$ cat src/rtl/uart_pkg.sv
// Shared definitions for the UART receive path: FSM state encoding, parity
// type constants and the oversampling sample/resolve index helper.
package uart_pkg;

  typedef enum logic [2:0] {
    IDLE,
    START,
    DATA,
    PARITY,
    STOP
  } rx_state_t;

  localparam logic PAR_EVEN = 1'b0;
  localparam logic PAR_ODD  = 1'b1;

  // Edge indices within one bit period: three mid-bit sample points and the
  // edge at which their majority is valid.
  typedef struct packed {
    logic [5:0] s0;
    logic [5:0] s1;
    logic [5:0] s2;
    logic [5:0] res;
  } samp_idx_t;

  function automatic samp_idx_t samp_idx(input int unsigned os);
    samp_idx_t r;
    r.s0  = 6'(os / 2 - 1);
    r.s1  = 6'(os / 2);
    r.s2  = 6'(os / 2 + 1);
    r.res = 6'(os / 2 + 2);
    return r;
  endfunction

endpackage

$ cat src/rtl/rx_bit_sampler.sv
// Per-bit timing for the UART receiver: counts oversampling edges within a
// bit, captures three mid-bit samples and majority-votes them.
//   CLK, RST     clock (OVERSAMPLE x baud), synchronous active-high reset
//   en           count enable; low clears edge_cnt so the next bit starts at 0
//   rx_s         synchronized serial line
//   sampled_bit  2-of-3 majority of the current bit (valid when resolve)
//   bit_done     last edge of the current bit period
//   resolve      edge at which sampled_bit is valid
module rx_bit_sampler
  import uart_pkg::*;
#(
  parameter int unsigned OVERSAMPLE = 8
) (
  input  logic CLK,
  input  logic RST,
  input  logic en,
  input  logic rx_s,
  output logic sampled_bit,
  output logic bit_done,
  output logic resolve
);

  localparam int unsigned     CW   = $clog2(OVERSAMPLE);
  localparam samp_idx_t       IDX  = samp_idx(OVERSAMPLE);
  localparam logic [CW-1:0]   LAST = CW'(OVERSAMPLE - 1);

  logic [CW-1:0] edge_cnt;
  logic [2:0]    samples;

  // Edge counter and mid-bit sample capture
  always_ff @(posedge CLK) begin
    if (RST) begin
      edge_cnt <= '0;
      samples  <= '0;
    end else begin
      if (!en)                   edge_cnt <= '0;
      else if (edge_cnt == LAST) edge_cnt <= '0;
      else                       edge_cnt <= edge_cnt + CW'(1);

      if (edge_cnt == CW'(IDX.s0)) samples[0] <= rx_s;
      if (edge_cnt == CW'(IDX.s1)) samples[1] <= rx_s;
      if (edge_cnt == CW'(IDX.s2)) samples[2] <= rx_s;
    end
  end

  assign sampled_bit = (samples[0] & samples[1]) |
                       (samples[0] & samples[2]) |
                       (samples[1] & samples[2]);
  assign resolve     = (edge_cnt == CW'(IDX.res));
  assign bit_done    = (edge_cnt == LAST);

endmodule

$ cat src/rtl/uart_rx.sv
// UART receiver: recovers start/data/parity/stop frames from the serial line
// and presents each good byte on p_data with a one-cycle data_valid strobe.
//   CLK, RST    clock (OVERSAMPLE x baud), synchronous active-high reset
//   rx_in       asynchronous serial input, idles high
//   par_en      frame carries a parity bit (latched at start of frame)
//   par_typ     0 = even, 1 = odd parity (latched at start of frame)
//   p_data      last error-free word, held until the next good frame
//   data_valid  one-cycle strobe, p_data just updated
//   par_err     one-cycle strobe, parity mismatch
//   stp_err     one-cycle strobe, stop bit sampled low
module uart_rx
  import uart_pkg::*;
#(
  parameter int unsigned OVERSAMPLE = 8,
  parameter int unsigned DATA_WIDTH = 8
) (
  input  logic                  CLK,
  input  logic                  RST,
  input  logic                  rx_in,
  input  logic                  par_en,
  input  logic                  par_typ,
  output logic [DATA_WIDTH-1:0] p_data,
  output logic                  data_valid,
  output logic                  par_err,
  output logic                  stp_err
);

  localparam int unsigned   BW       = $clog2(DATA_WIDTH);
  localparam logic [BW-1:0] LAST_BIT = BW'(DATA_WIDTH - 1);

  logic                  rx_meta;
  logic                  rx_s;
  rx_state_t             state;
  logic [BW-1:0]         bit_cnt;
  logic [DATA_WIDTH-1:0] shift;
  logic                  par_en_q;
  logic                  par_typ_q;
  logic                  par_bad;

  logic sampled_bit;
  logic bit_done;
  logic resolve;
  logic fin_c;
  logic en_c;
  logic exp_par_c;

  // Two-flop synchronizer; idles high so reset does not look like a start bit
  always_ff @(posedge CLK) begin
    if (RST) begin
      rx_meta <= 1'b1;
      rx_s    <= 1'b1;
    end else begin
      rx_meta <= rx_in;
      rx_s    <= rx_meta;
    end
  end

  // Frame ends at the resolve edge of a glitched start bit or of the stop bit.
  // The edge counter is cleared in that cycle so IDLE can restart at once.
  assign fin_c     = resolve && (((state == START) && sampled_bit) || (state == STOP));
  assign en_c      = (state == IDLE) ? !rx_s : !fin_c;
  assign exp_par_c = (^shift) ^ (par_typ_q == PAR_ODD);

  rx_bit_sampler #(
    .OVERSAMPLE (OVERSAMPLE)
  ) u_sampler (
    .CLK         (CLK),
    .RST         (RST),
    .en          (en_c),
    .rx_s        (rx_s),
    .sampled_bit (sampled_bit),
    .bit_done    (bit_done),
    .resolve     (resolve)
  );

  // Frame FSM, shift register and registered result strobes
  always_ff @(posedge CLK) begin
    if (RST) begin
      state      <= IDLE;
      bit_cnt    <= '0;
      shift      <= '0;
      par_en_q   <= 1'b0;
      par_typ_q  <= PAR_EVEN;
      par_bad    <= 1'b0;
      p_data     <= '0;
      data_valid <= 1'b0;
      par_err    <= 1'b0;
      stp_err    <= 1'b0;
    end else begin
      data_valid <= 1'b0;
      par_err    <= 1'b0;
      stp_err    <= 1'b0;
      case (state)
        IDLE: begin
          if (!rx_s) begin
            state     <= START;
            par_en_q  <= par_en;
            par_typ_q <= par_typ ? PAR_ODD : PAR_EVEN;
            par_bad   <= 1'b0;
            bit_cnt   <= '0;
          end
        end
        START: begin
          if (resolve && sampled_bit) state <= IDLE;
          else if (bit_done)          state <= DATA;
        end
        DATA: begin
          if (resolve) shift <= {sampled_bit, shift[DATA_WIDTH-1:1]};
          if (bit_done) begin
            if (bit_cnt == LAST_BIT) begin
              bit_cnt <= '0;
              state   <= par_en_q ? PARITY : STOP;
            end else begin
              bit_cnt <= bit_cnt + BW'(1);
            end
          end
        end
        PARITY: begin
          if (resolve)  par_bad <= (sampled_bit != exp_par_c);
          if (bit_done) state   <= STOP;
        end
        STOP: begin
          // Evaluate at the resolve edge; no wait for the end of the stop bit
          if (resolve) begin
            state <= IDLE;
            if (par_bad || !sampled_bit) begin
              par_err <= par_bad;
              stp_err <= !sampled_bit;
            end else begin
              p_data     <= shift;
              data_valid <= 1'b1;
            end
          end
        end
        default: state <= IDLE;
      endcase
    end
  end

endmodule

$ cat config.mk
export PLATFORM = sky130hd
export DESIGN_NAME = uart_rx
export DESIGN_NICKNAME = d
export VERILOG_FILES = /design/src/rtl/uart_pkg.sv /design/src/rtl/rx_bit_sampler.sv /design/src/rtl/uart_rx.sv
export SDC_FILE = /design/constraint.sdc
export NUM_CORES = 1
export LEC_CHECK = 0
export ABC_AREA = 1
export CAP_MARGIN = 0
export CORE_ASPECT_RATIO = 1.4
export CORE_MARGIN = 2
export CORE_UTILIZATION = 50
export DETAILED_ROUTE_END_ITERATION = 12
export PLACE_DENSITY = 0.74
export SLEW_MARGIN = 20
export SYNTH_ARGS = -nofsm -noshare
export SYNTH_HDL_FRONTEND = slang
export SYNTH_SLANG_ARGS = --single-unit
$ cat constraint.sdc
create_clock -name CLK -period 1.3 [get_ports CLK]
set_input_delay 0.195 -clock CLK [delete_from_list [all_inputs] [get_ports CLK]]
set_output_delay 0.195 -clock CLK [all_outputs]
set_load 0.05 [all_outputs]
==> results of run 1 <==
-- through the flow --
| step | utilization | power, mW | hold WS (ps) |
|---|---|---|---|
| 6_report | 0.763 | 3.60 | 413 |
| 5_1_grt | 0.763 | 3.81 | 431 |
| 3_3_place_gp | 0.671 | 2.20 | 393 |
| 3_5_place_dp | 0.671 | 2.22 | 394 |
| 2_1_floorplan | - | 1.88 | 299 |
| 4_1_cts | 0.744 | 3.46 | 413 |
-- final cells by class --
type                            instances  area (µm²)
Clock buffer                            7        96.3
Clock inverter                          1        30.0
Fill cell                             220         792
Inverter                               33         131
Multi-Input combinational cell        159        1010
Sequential cell                        36         737
Tap cell                               40        50.0
Timing Repair Buffer                   41         504
-- metal layers --
metal,share of wire,vias up,global-route usage
met1,0.40,768,0.272
met2,0.55,30,0.416
met3,0.025,13,0.0650
met4,0.030,0,0.128
met5,0,-,0
li1,-,841,-
-- state kept, by name, indices dropped and copies added, names as in the netlist --
name and count:
bit_cnt 3, data_valid 1, p_data 8, par_bad 1, par_en_q 1, par_err 1, par_typ_q 1, rx_meta 1
rx_s 1, shift 8, state 3, stp_err 1, u_sampler.edge_cnt 3, u_sampler.samples 3
-- placed cells by master (no fill, tap or decap), types with 2 or more instances in the layout --
cell / Yosys / routed
buf_6: 1 / 3
o21ai_2: 2 / 4
nor2_4: 2 / 4
nor2_1: 19 / 15
nand3_1: 10 / 9
inv_2: 2 / 8
clkbuf_8: 0 / 7
clkdlybuf4s50_1: 0 / 4
nor3_4: 1 / 3
nor2_2: 2 / 4
ha_2: 0 / 3
dfxtp_2: 0 / 7
o21ai_1: 1 / 10
inv_1: 31 / 22
or2_2: 2 / 2
nand2_4: 0 / 2
nor3_1: 3 / 2
ha_1: 8 / 3
buf_4: 1 / 20
ha_4: 0 / 2
nand2_1: 49 / 43
a21oi_2: 2 / 3
nand4_1: 3 / 3
a21oi_1: 23 / 22
nand2_2: 2 / 6
inv_4: 0 / 3
buf_12: 0 / 14
dfxtp_1: 36 / 27
o21ai_0: 20 / 9
dfxtp_4: 0 / 2
-- path summary, 6_finish.rpt --
path	start	end
setup / recovery	u_sampler.edge_cnt[0]	p_data[3]
setup reg to reg	u_sampler.edge_cnt[0]	p_data[3]
hold reg to reg	rx_meta	rx_s
hold / removal	rx_meta	rx_s
-- where the power goes --
part / total, mW / switching, mW / leakage [nW] / internal (mW)
clock network: 1.08 / 0.405 / 0.0645 / 0.677
logic: 1.23 / 0.681 / 0.736 / 0.551
registers: 1.28 / 0.0863 / 0.296 / 1.20
-- timing repair --
action,4_1_cts,5_1_grt
setup buffers,2,1
setup endpoints to repair,18,29
gates resized for setup,24,40
cloned,1,0
pin swaps,11,8
-- worst reg2reg max path, cell delays in order (launching register included) --
cell and delay (ps):
dfxtp_4 370, inv_4 60, ha_4 120, nand2_4 70
nor2_4 100, inv_2 50, nor3_4 200, buf_12 170
o21ai_0 70, a21oi_1 110
-- kinds of logic after synthesis --
group | share of synthesized area
adder cells (fa/ha/maj) | 0.0580
flip-flops | 0.417
buffers and inverters | 0.0899
AND/OR/NAND/NOR | 0.257
AO/OA/AOI/OAI | 0.167
XOR/XNOR | 0.0101
==> impl_metrics.env, run 1 <==
export IMPL_antenna_found_initial=0
export IMPL_crit_family="flip-flops"
export IMPL_diodes=0
export IMPL_overflow=0
export IMPL_path_depth=9
export IMPL_grt_pass1_wl_mm=7.07
export IMPL_num_rows=25
export IMPL_ys_ff_latch=36
export IMPL_drt_iter0_drc=38
export IMPL_ctsHoldBuffers=0
export IMPL_vias=1652
export IMPL_syn_area_mm2=0.00173
export IMPL_slew_violations=0
export IMPL_hpwl_mm=2.65
export IMPL_yosys_area_top_type="dfxtp_1"
export IMPL_grt_use_total=0.246
export IMPL_dieHeight_um=73.5
export IMPL_violations="negative setup slack"
export IMPL_min_period_ps=1390
export IMPL_dpl_worst_slack_ps=-139
export IMPL_final_nets=289
export IMPL_power_density_mw_per_mm2=1410
export IMPL_cts_root_buf="clkbuf_8"
export IMPL_cts_max_level=2
export IMPL_ios=16
export IMPL_port_buffer_count=15
export IMPL_synthCells=233
export IMPL_ys_seq_area_frac=0.417
export IMPL_synth_area_leaders="dfxtp_1, nand2_1, inv_1"
export IMPL_synth_most_common_cell="nand2_1"
export IMPL_crit_path_end_kind="flip-flop"
export IMPL_design_area_mm2=0.00255
export IMPL_synth_top_area_share=0.417
export IMPL_synth_edff_count=0
export IMPL_synth_cell_types=32
export IMPL_vdd_drop_max_mv=1.35
export IMPL_tns_ps=-1020
export IMPL_outcome="finished with violations"
export IMPL_dieArea_mm2=0.00395
export IMPL_slowest_delay_ps=370
export IMPL_ys_async_sr_fraction=0
export IMPL_relSlewSlack=0.826
export IMPL_grt_max_degree=26
export IMPL_crit_buf_inv=3
export IMPL_wire_per_inst_um=13.7
export IMPL_syn_to_final_growth_pct=48.0
export IMPL_cts_tree="done"
export IMPL_cap_violations=0
export IMPL_drive_gt1_frac=0.379
export IMPL_antenna_left=0
export IMPL_grt_setup_unrepaired="yes"
export IMPL_max_clock_path_buffers=2
export IMPL_worstSetupStartpointType="flip-flop"
export IMPL_worstMarginPinSlew_ps=261
export IMPL_drt_total_wl_mm=4.34
export IMPL_clock_latency_ps=290
export IMPL_cts_num_sinks=36
export IMPL_crit_chain="inv_4, ha_4, nand2_4, nor2_4, inv_2, nor3_4, buf_12, o21ai_0, a21oi_1"
export IMPL_achievable_frequency_mhz=720
export IMPL_dpl_instance_area_mm2=0.00225
export IMPL_synth_warnings=0
export IMPL_crit_type="flip-flop to flip-flop"
export IMPL_skew_ps=6.71
export IMPL_synth_avg_cell_area_um2=7.41
export IMPL_crit_arrival_ps=1610
export IMPL_hold_class="flip-flop to flip-flop"
export IMPL_crit_required_ps=1520
export IMPL_numCtsBuffers=5
export IMPL_synthTopCellsByCount="nand2_1, dfxtp_1, inv_1"
export IMPL_r2r_slack_ps=-90
export IMPL_setup_ws_ps=-88.3
export IMPL_setup_violations=17
export IMPL_dp_cells=306
export IMPL_dieWidth_um=53.7
export IMPL_synth_flop_cell="dfxtp_1"
export IMPL_finalHoldViolations=0
export IMPL_cp_slowest_cell="dfxtp_4"
export IMPL_remaining_drc_errors=0
export IMPL_gp_congestion=0.855
export IMPL_leakage_nw=1.10
export IMPL_via_per_inst=5.21
export IMPL_min_path_cells=1
export IMPL_start_util=0.516
export IMPL_post_route_period_util=1.07
export IMPL_final_cells=317
export IMPL_grt_pass1_vias=1648
export IMPL_synth_fp_nets=246
export IMPL_crit_fanout=8
export IMPL_dr_pass1_iters=4
export IMPL_rr_worst_depth=9
export IMPL_clk_pin_slew_ps=70
export IMPL_coreArea_mm2=0.00335
Power figures use the tool's default switching activity.
==> run 2, diff against run 1 <==
--- a/config.mk
+++ b/config.mk
@@ -5,7 +5,6 @@
 export SDC_FILE = /design/constraint.sdc
 export NUM_CORES = 1
 export LEC_CHECK = 0
-export ABC_AREA = 1
 export CAP_MARGIN = 0
 export CORE_ASPECT_RATIO = 1.4
 export CORE_MARGIN = 2
==> run 2 against run 1 <==
Net effect: the flow still finishes with violations (negative setup slack); via count down 9.0%; first-iteration DRC count up 2.6%; clock skew down 2.2 ps; count of clock-buffer cells in the layout down 1; combinational power up 8%; non-clock buffer count up 18; critical path type unchanged; critical endpoint is now state[1]; highest routed layer unchanged.
==> impl_metrics.env, run 2 <==
export IMPL_final_cells=269
export IMPL_dp_cells=251
export IMPL_n_fill_cell=173
export IMPL_synth_fp_nets=186
export IMPL_crit_type="flip-flop to flip-flop"
export IMPL_synth_edff_count=0
export IMPL_cts_max_level=2
export IMPL_antenna_found_initial=0
export IMPL_power_frac_comb=0.402
export IMPL_vias=1504
export IMPL_ys_ff_latch=36
export IMPL_crit_chain="maj3_4, a311oi_4, o21bai_1, a311oi_1"
export IMPL_grt_max_degree=18
export IMPL_multi_input_area_mm2=0.00108
export IMPL_synth_xor_area_share=0.0505
export IMPL_synth_cell_types=37
export IMPL_cp_slowest_cell="maj3_4"
export IMPL_dieHeight_um=72.2
export IMPL_max_clock_path_buffers=2
export IMPL_diodes=0
export IMPL_power_frac_clock=0.229
export IMPL_cts_tree="done"
export IMPL_grt_pass1_wl_mm=7.11
export IMPL_synthTopCellsByCount="dfxtp_1, nor2_1, mux2i_1"
export IMPL_drt_total_wl_mm=4.82
export IMPL_switching_share=0.332
export IMPL_numCtsBuffers=5
export IMPL_vdd_drop_max_mv=1.37
export IMPL_grt_setup_unrepaired="yes"
export IMPL_layout_commonest_cell="buf_4"
export IMPL_gp_congestion=0.895
export IMPL_synth_top_area_share=0.434
export IMPL_min_path_cells=1
export IMPL_crit_path_end_kind="flip-flop"
export IMPL_drive_gt1_frac=0.461
export IMPL_crit_family="compound AO/OA/AOI/OAI gates"
export IMPL_finalPower_mw=3.31
export IMPL_ys_seq_area_frac=0.434
export IMPL_drt_iter0_drc=39
export IMPL_via_per_inst=5.59
export IMPL_min_period_ps=1570
export IMPL_synthCells=173
export IMPL_yosys_area_top_type="dfxtp_1"
export IMPL_crit_buf_inv=0
export IMPL_wire_per_inst_um=17.9
export IMPL_syn_to_final_growth_pct=56.4
export IMPL_rr_worst_depth=4
export IMPL_crit_arrival_ps=1760
export IMPL_synth_adder_area_share=0.0686
export IMPL_post_route_period_util=1.21
export IMPL_slowest_delay_ps=390
export IMPL_power_density_mw_per_mm2=1280
export IMPL_setup_violations=28
export IMPL_synthSimpleGateAreaFrac=0.207
export IMPL_synth_top_family_by_area="simple AND/OR/NAND/NOR gates"
export IMPL_r2r_slack_ps=-270
export IMPL_synth_compound_area_frac=0.0942
export IMPL_clk_pin_slew_ps=70
export IMPL_cts_root_buf="clkbuf_8"
export IMPL_hold_class="flip-flop to flip-flop"
export IMPL_ios=16
export IMPL_slew_violations=0
export IMPL_largestRegisters="p_data: 8 flops, shift: 8 flops"
export IMPL_dr_pass1_iters=4
export IMPL_seq_area_um2=734
export IMPL_violations="negative setup slack"
export IMPL_synth_most_common_cell="dfxtp_1"
export IMPL_synth_flop_cell="dfxtp_1"
export IMPL_dpl_instance_area_mm2=0.00228
export IMPL_intPower_mw=2.21
export IMPL_crit_required_ps=1490
export IMPL_setup_ws_ps=-267
export IMPL_num_rows=24
export IMPL_hpwl_mm=2.94
export IMPL_cap_violations=0
export IMPL_r2r_start="u_sampler.samples[1]"
export IMPL_cts_num_sinks=36
export IMPL_p_seq_frac=0.369
export IMPL_holdWs_ps=443
export IMPL_coreArea_mm2=0.00315
export IMPL_grt_pass1_vias=1534
export IMPL_reg2reg_to="state[1]"
export IMPL_power_switching_mw=1.10
export IMPL_muxShareOfSynthArea=0.109
export IMPL_skew_ps=4.54
export IMPL_final_nets=243
export IMPL_dieArea_mm2=0.00380
export IMPL_grt_use_total=0.258
export IMPL_leakage_nw=1.04
export IMPL_dieWidth_um=52.7
export IMPL_worstMarginPinSlew_ps=345
export IMPL_overflow=0
export IMPL_antenna_left=0
export IMPL_syn_area_mm2=0.00166
export IMPL_clock_latency_ps=290
export IMPL_achievable_frequency_mhz=638
export IMPL_port_buffer_count=15
export IMPL_synth_avg_cell_area_um2=9.60
export IMPL_hp_start="rx_meta"
export IMPL_start_util=0.527
export IMPL_design_area_mm2=0.00260
export IMPL_finalHoldViolations=0
export IMPL_hold_end="rx_s"
export IMPL_remaining_drc_errors=0
export IMPL_relSlewSlack=0.769
export IMPL_ys_async_sr_fraction=0
export IMPL_synth_warnings=0
export IMPL_synth_area_leaders="dfxtp_1, mux2i_1, ha_1"
export IMPL_worstSetupStartpointType="flip-flop"
export IMPL_crit_fanout=6
export IMPL_mostFrequentLayoutCells="buf_4, dfxtp_1, nor2_1"
export IMPL_outcome="finished with violations"
==> run 2: cell types whose count changed after synthesis, sizes merged, moves of 4 or more <==
cell   previous run  this run
a21oi            25         7
inv              33         5
mux2i             0        18
nand2            51        14
nand3            10         4
nor2b             0         4
o21ai            23         0
xnor2             0         6
==> run 2: worst max-delay path by stage <==
| stage | depth (start not counted) | start | slack, ps | endpoint |
|---|---|---|---|---|
| 2_1_floorplan | 6 | u_sampler.edge_cnt[0] | -170 | state[0] |
| 3_3_place_gp | 5 | rx_s | -200 | state[1] |
| 3_5_place_dp | 5 | rx_s | -270 | state[1] |
| 4_1_cts | 6 | u_sampler.edge_cnt[0] | -250 | state[0] |
| 5_1_grt | 6 | u_sampler.edge_cnt[0] | -290 | state[1] |
| 6_report | 4 | u_sampler.samples[1] | -270 | state[1] |
==> run 2: cells by family after synthesis <==
kind of cell | count (synthesis)
mux | 18
simple gates | 68
buf+inv | 14
xor+xnor | 8
flops | 36
fa+ha+maj | 9
compound gates | 20
==> run 2: power groups by stage <==
stage	Sequential, mW	Combinational [mW]	Clock, mW
global placement	1.24	0.874	0
detailed placement	1.24	0.924	0
finish	1.22	1.33	0.758
global route	1.22	1.40	0.811
floorplan	1.23	0.598	0
CTS	1.22	1.00	0.751
==> run 2: cell type report <==
type | count | share of cell area
timing repair buffer | 59 | 0.244
multi-input combinational | 123 | 0.417
clock buffer | 6 | 0.0280
clock inverter | 1 | 0.00193
inverter | 5 | 0.00723
tap | 39 | 0.0188
sequential | 36 | 0.283
==> run 2: per-stage QoR <==
step / setup TNS (ps) / worst slack, ps / util
after CTS: -3320 / -248 / 0.774
after detailed placement: -3470 / -268 / 0.722
after floorplan: -934 / -169 / -
after global placement: -2170 / -196 / 0.722
final: -2980 / -267 / 0.823
after global routing: -4440 / -292 / 0.823
==> run 2: timing repair <==
| item | in CTS | in global routing |
|---|---|---|
| resized for setup | 14 | 24 |
| setup endpoints to repair | 28 | 29 |
| hold buffers | 0 | 0 |
| pin swaps | 5 | 15 |
| gates cloned | 1 | 0 |
| setup buffers | 3 | 7 |
==> run 2: per-layer routing <==
layer,up-vias,track usage,wire length (µm)
li1,706,-,-
met1,736,0.250,1780
met4,0,0.125,212
met5,-,0,0
met2,43,0.486,2680
met3,19,0.0638,151
==> run 3, diff against run 2 <==
--- a/config.mk
+++ b/config.mk
@@ -5,12 +5,14 @@
 export SDC_FILE = /design/constraint.sdc
 export NUM_CORES = 1
 export LEC_CHECK = 0
+export ABC_CLOCK_PERIOD_IN_PS = 1300
 export CAP_MARGIN = 0
 export CORE_ASPECT_RATIO = 1.4
 export CORE_MARGIN = 2
 export CORE_UTILIZATION = 50
 export DETAILED_ROUTE_END_ITERATION = 12
 export PLACE_DENSITY = 0.74
+export SETUP_SLACK_MARGIN = 0.15
 export SLEW_MARGIN = 20
 export SYNTH_ARGS = -nofsm -noshare
 export SYNTH_HDL_FRONTEND = slang
==> run 3 against run 2 <==
Net effect: the flow still finishes with violations (negative setup slack); sequential share of layout area shrank 0.46 points; first-iteration DRC count is 46% higher; critical endpoint unchanged; global-route usage rose by 0.29 points; wire length decreased by 3.2%; design area rose by 1.5%; clock skew about the same.
==> impl_metrics.env, run 3 (synthesis gave the netlist of run 2 again) <==
export IMPL_grt_pass1_vias=1559
export IMPL_mostFrequentLayoutCells="buf_4, dfxtp_1, nor2_1"
export IMPL_hpwl_mm=2.94
export IMPL_vdd_drop_max_mv=1.46
export IMPL_worstMarginPinSlew_ps=432
export IMPL_layout_commonest_cell="buf_4"
export IMPL_crit_buf_inv=1
export IMPL_diodes=0
export IMPL_crit_required_ps=1480
export IMPL_clk_pin_slew_ps=70
export IMPL_ctsHoldBuffers=0
export IMPL_dpl_worst_slack_ps=-260
export IMPL_cp_slowest_cell="a311oi_1"
export IMPL_wire_per_inst_um=17.6
export IMPL_power_switching_mw=1.07
export IMPL_worstSetupStartpointType="flip-flop"
export IMPL_path_depth=5
export IMPL_setup_ws_ps=-322
export IMPL_final_core_util=0.836
export IMPL_min_period_ps=1620
export IMPL_dieWidth_um=52.7
export IMPL_finalPower_mw=3.32
export IMPL_crit_fanout=4
export IMPL_achievable_frequency_mhz=616
export IMPL_start_util=0.527
export IMPL_cts_max_level=2
export IMPL_leakage_nw=1.06
export IMPL_grt_setup_unrepaired="yes"
export IMPL_slew_violations=0
export IMPL_clock_latency_ps=290
export IMPL_grt_max_degree=21
export IMPL_antenna_found_initial=0
export IMPL_hold_class="flip-flop to flip-flop"
export IMPL_power_frac_clock=0.256
export IMPL_drt_total_wl_mm=4.67
export IMPL_num_rows=24
export IMPL_crit_path_end_kind="flip-flop"
export IMPL_holdWs_ps=426
export IMPL_cap_violations=0
export IMPL_skew_ps=4.34
export IMPL_numCtsBuffers=5
export IMPL_grt_pass1_wl_mm=7.15
export IMPL_min_path_cells=1
export IMPL_vias=1500
export IMPL_outcome="finished with violations"
export IMPL_slowest_delay_ps=360
export IMPL_dieHeight_um=72.2
export IMPL_port_buffer_count=15
export IMPL_gp_congestion=0.845
export IMPL_antenna_left=0
export IMPL_cts_root_buf="clkbuf_8"
export IMPL_crit_type="flip-flop to flip-flop"
export IMPL_setup_violations=27
export IMPL_finalHoldViolations=0
export IMPL_post_route_period_util=1.25
export IMPL_final_nets=239
export IMPL_crit_family="simple AND/OR/NAND/NOR gates"
export IMPL_dieArea_mm2=0.00380
export IMPL_ios=16
export IMPL_cts_tree="done"
export IMPL_overflow=0
export IMPL_syn_to_final_growth_pct=58.7
export IMPL_coreArea_mm2=0.00315
export IMPL_power_density_mw_per_mm2=1260
export IMPL_crit_arrival_ps=1800
export IMPL_largestRegisters="p_data: 8 flops, shift: 8 flops"
export IMPL_grt_use_total=0.261
export IMPL_drive_gt1_frac=0.473
export IMPL_via_per_inst=5.66
export IMPL_max_clock_path_buffers=2
export IMPL_switching_share=0.322
export IMPL_violations="negative setup slack"
export IMPL_crit_chain="buf_4, nor3b_4, and2_1, a31oi_1, a311oi_1"
export IMPL_intPower_mw=2.25
export IMPL_power_frac_comb=0.377
export IMPL_rr_worst_depth=5
export IMPL_relSlewSlack=0.710
export IMPL_cts_num_sinks=36
export IMPL_remaining_drc_errors=0
export IMPL_dr_pass1_iters=4
export IMPL_drt_iter0_drc=57
export IMPL_p_seq_frac=0.367
==> run 3: through the flow <==
step	setup TNS [ps]	instance area, µm²	instances
after floorplan	-925	1800	173
after global placement	-2990	2310	251
after detailed placement	-4300	2310	251
after CTS	-4060	2520	263
after global routing	-7190	2640	265
final	-5500	2640	265
==> run 3: final timing paths <==
path                                from  endpoint  slack (ps)
worst max register to register  state[0]  state[1]        -320
worst max-delay path            state[0]  state[1]        -320
worst min-delay path             rx_meta      rx_s         430
worst min register to register   rx_meta      rx_s         430
==> run 3: worst reg2reg max path, delay by kind of cell, from the launching register on <==
family / cells / cell delay [ps]
and+or+nand+nor: 2 / 570
AOI/OAI and AO/OA: 2 / 460
DFF: 1 / 340
buffers and inverters: 1 / 150
==> run 3: power by group through the flow <==
stage / sequential [mW] / clock, mW / combinational (mW)
final: 1.22 / 0.851 / 1.25
after global routing: 1.23 / 0.906 / 1.33
after CTS: 1.22 / 0.866 / 1.06
after detailed placement: 1.24 / 0 / 0.951
after global placement: 1.23 / 0 / 0.923
after floorplan: 1.24 / 0 / 0.651
==> run 3: layout make-up <==
cell class | count | area, µm²
timing repair buffer | 55 | 614
multi-input combinational | 123 | 1120
fill | 175 | 518
clock buffer | 7 | 96.3
tap | 39 | 48.8
inverter | 5 | 18.8
sequential | 36 | 733
==> run 3: timing repair <==
| item | CTS | global route |
|---|---|---|
| resized for setup | 18 | 22 |
| setup buffers | 4 | 2 |
| pin swaps | 5 | 12 |
| gates cloned | 1 | 0 |
| setup endpoints to repair | 30 | 33 |
==> run 3: layer usage <==
layer  track usage  wire length, µm  vias to the layer above  part of all wire
li1              -                -                      702                 -
met1         0.255             1640                      727              0.35
met2         0.474             2620                       49              0.56
met3        0.0638              166                       22             0.036
met4         0.160              243                        0             0.052
met5             0                0                        -                 0
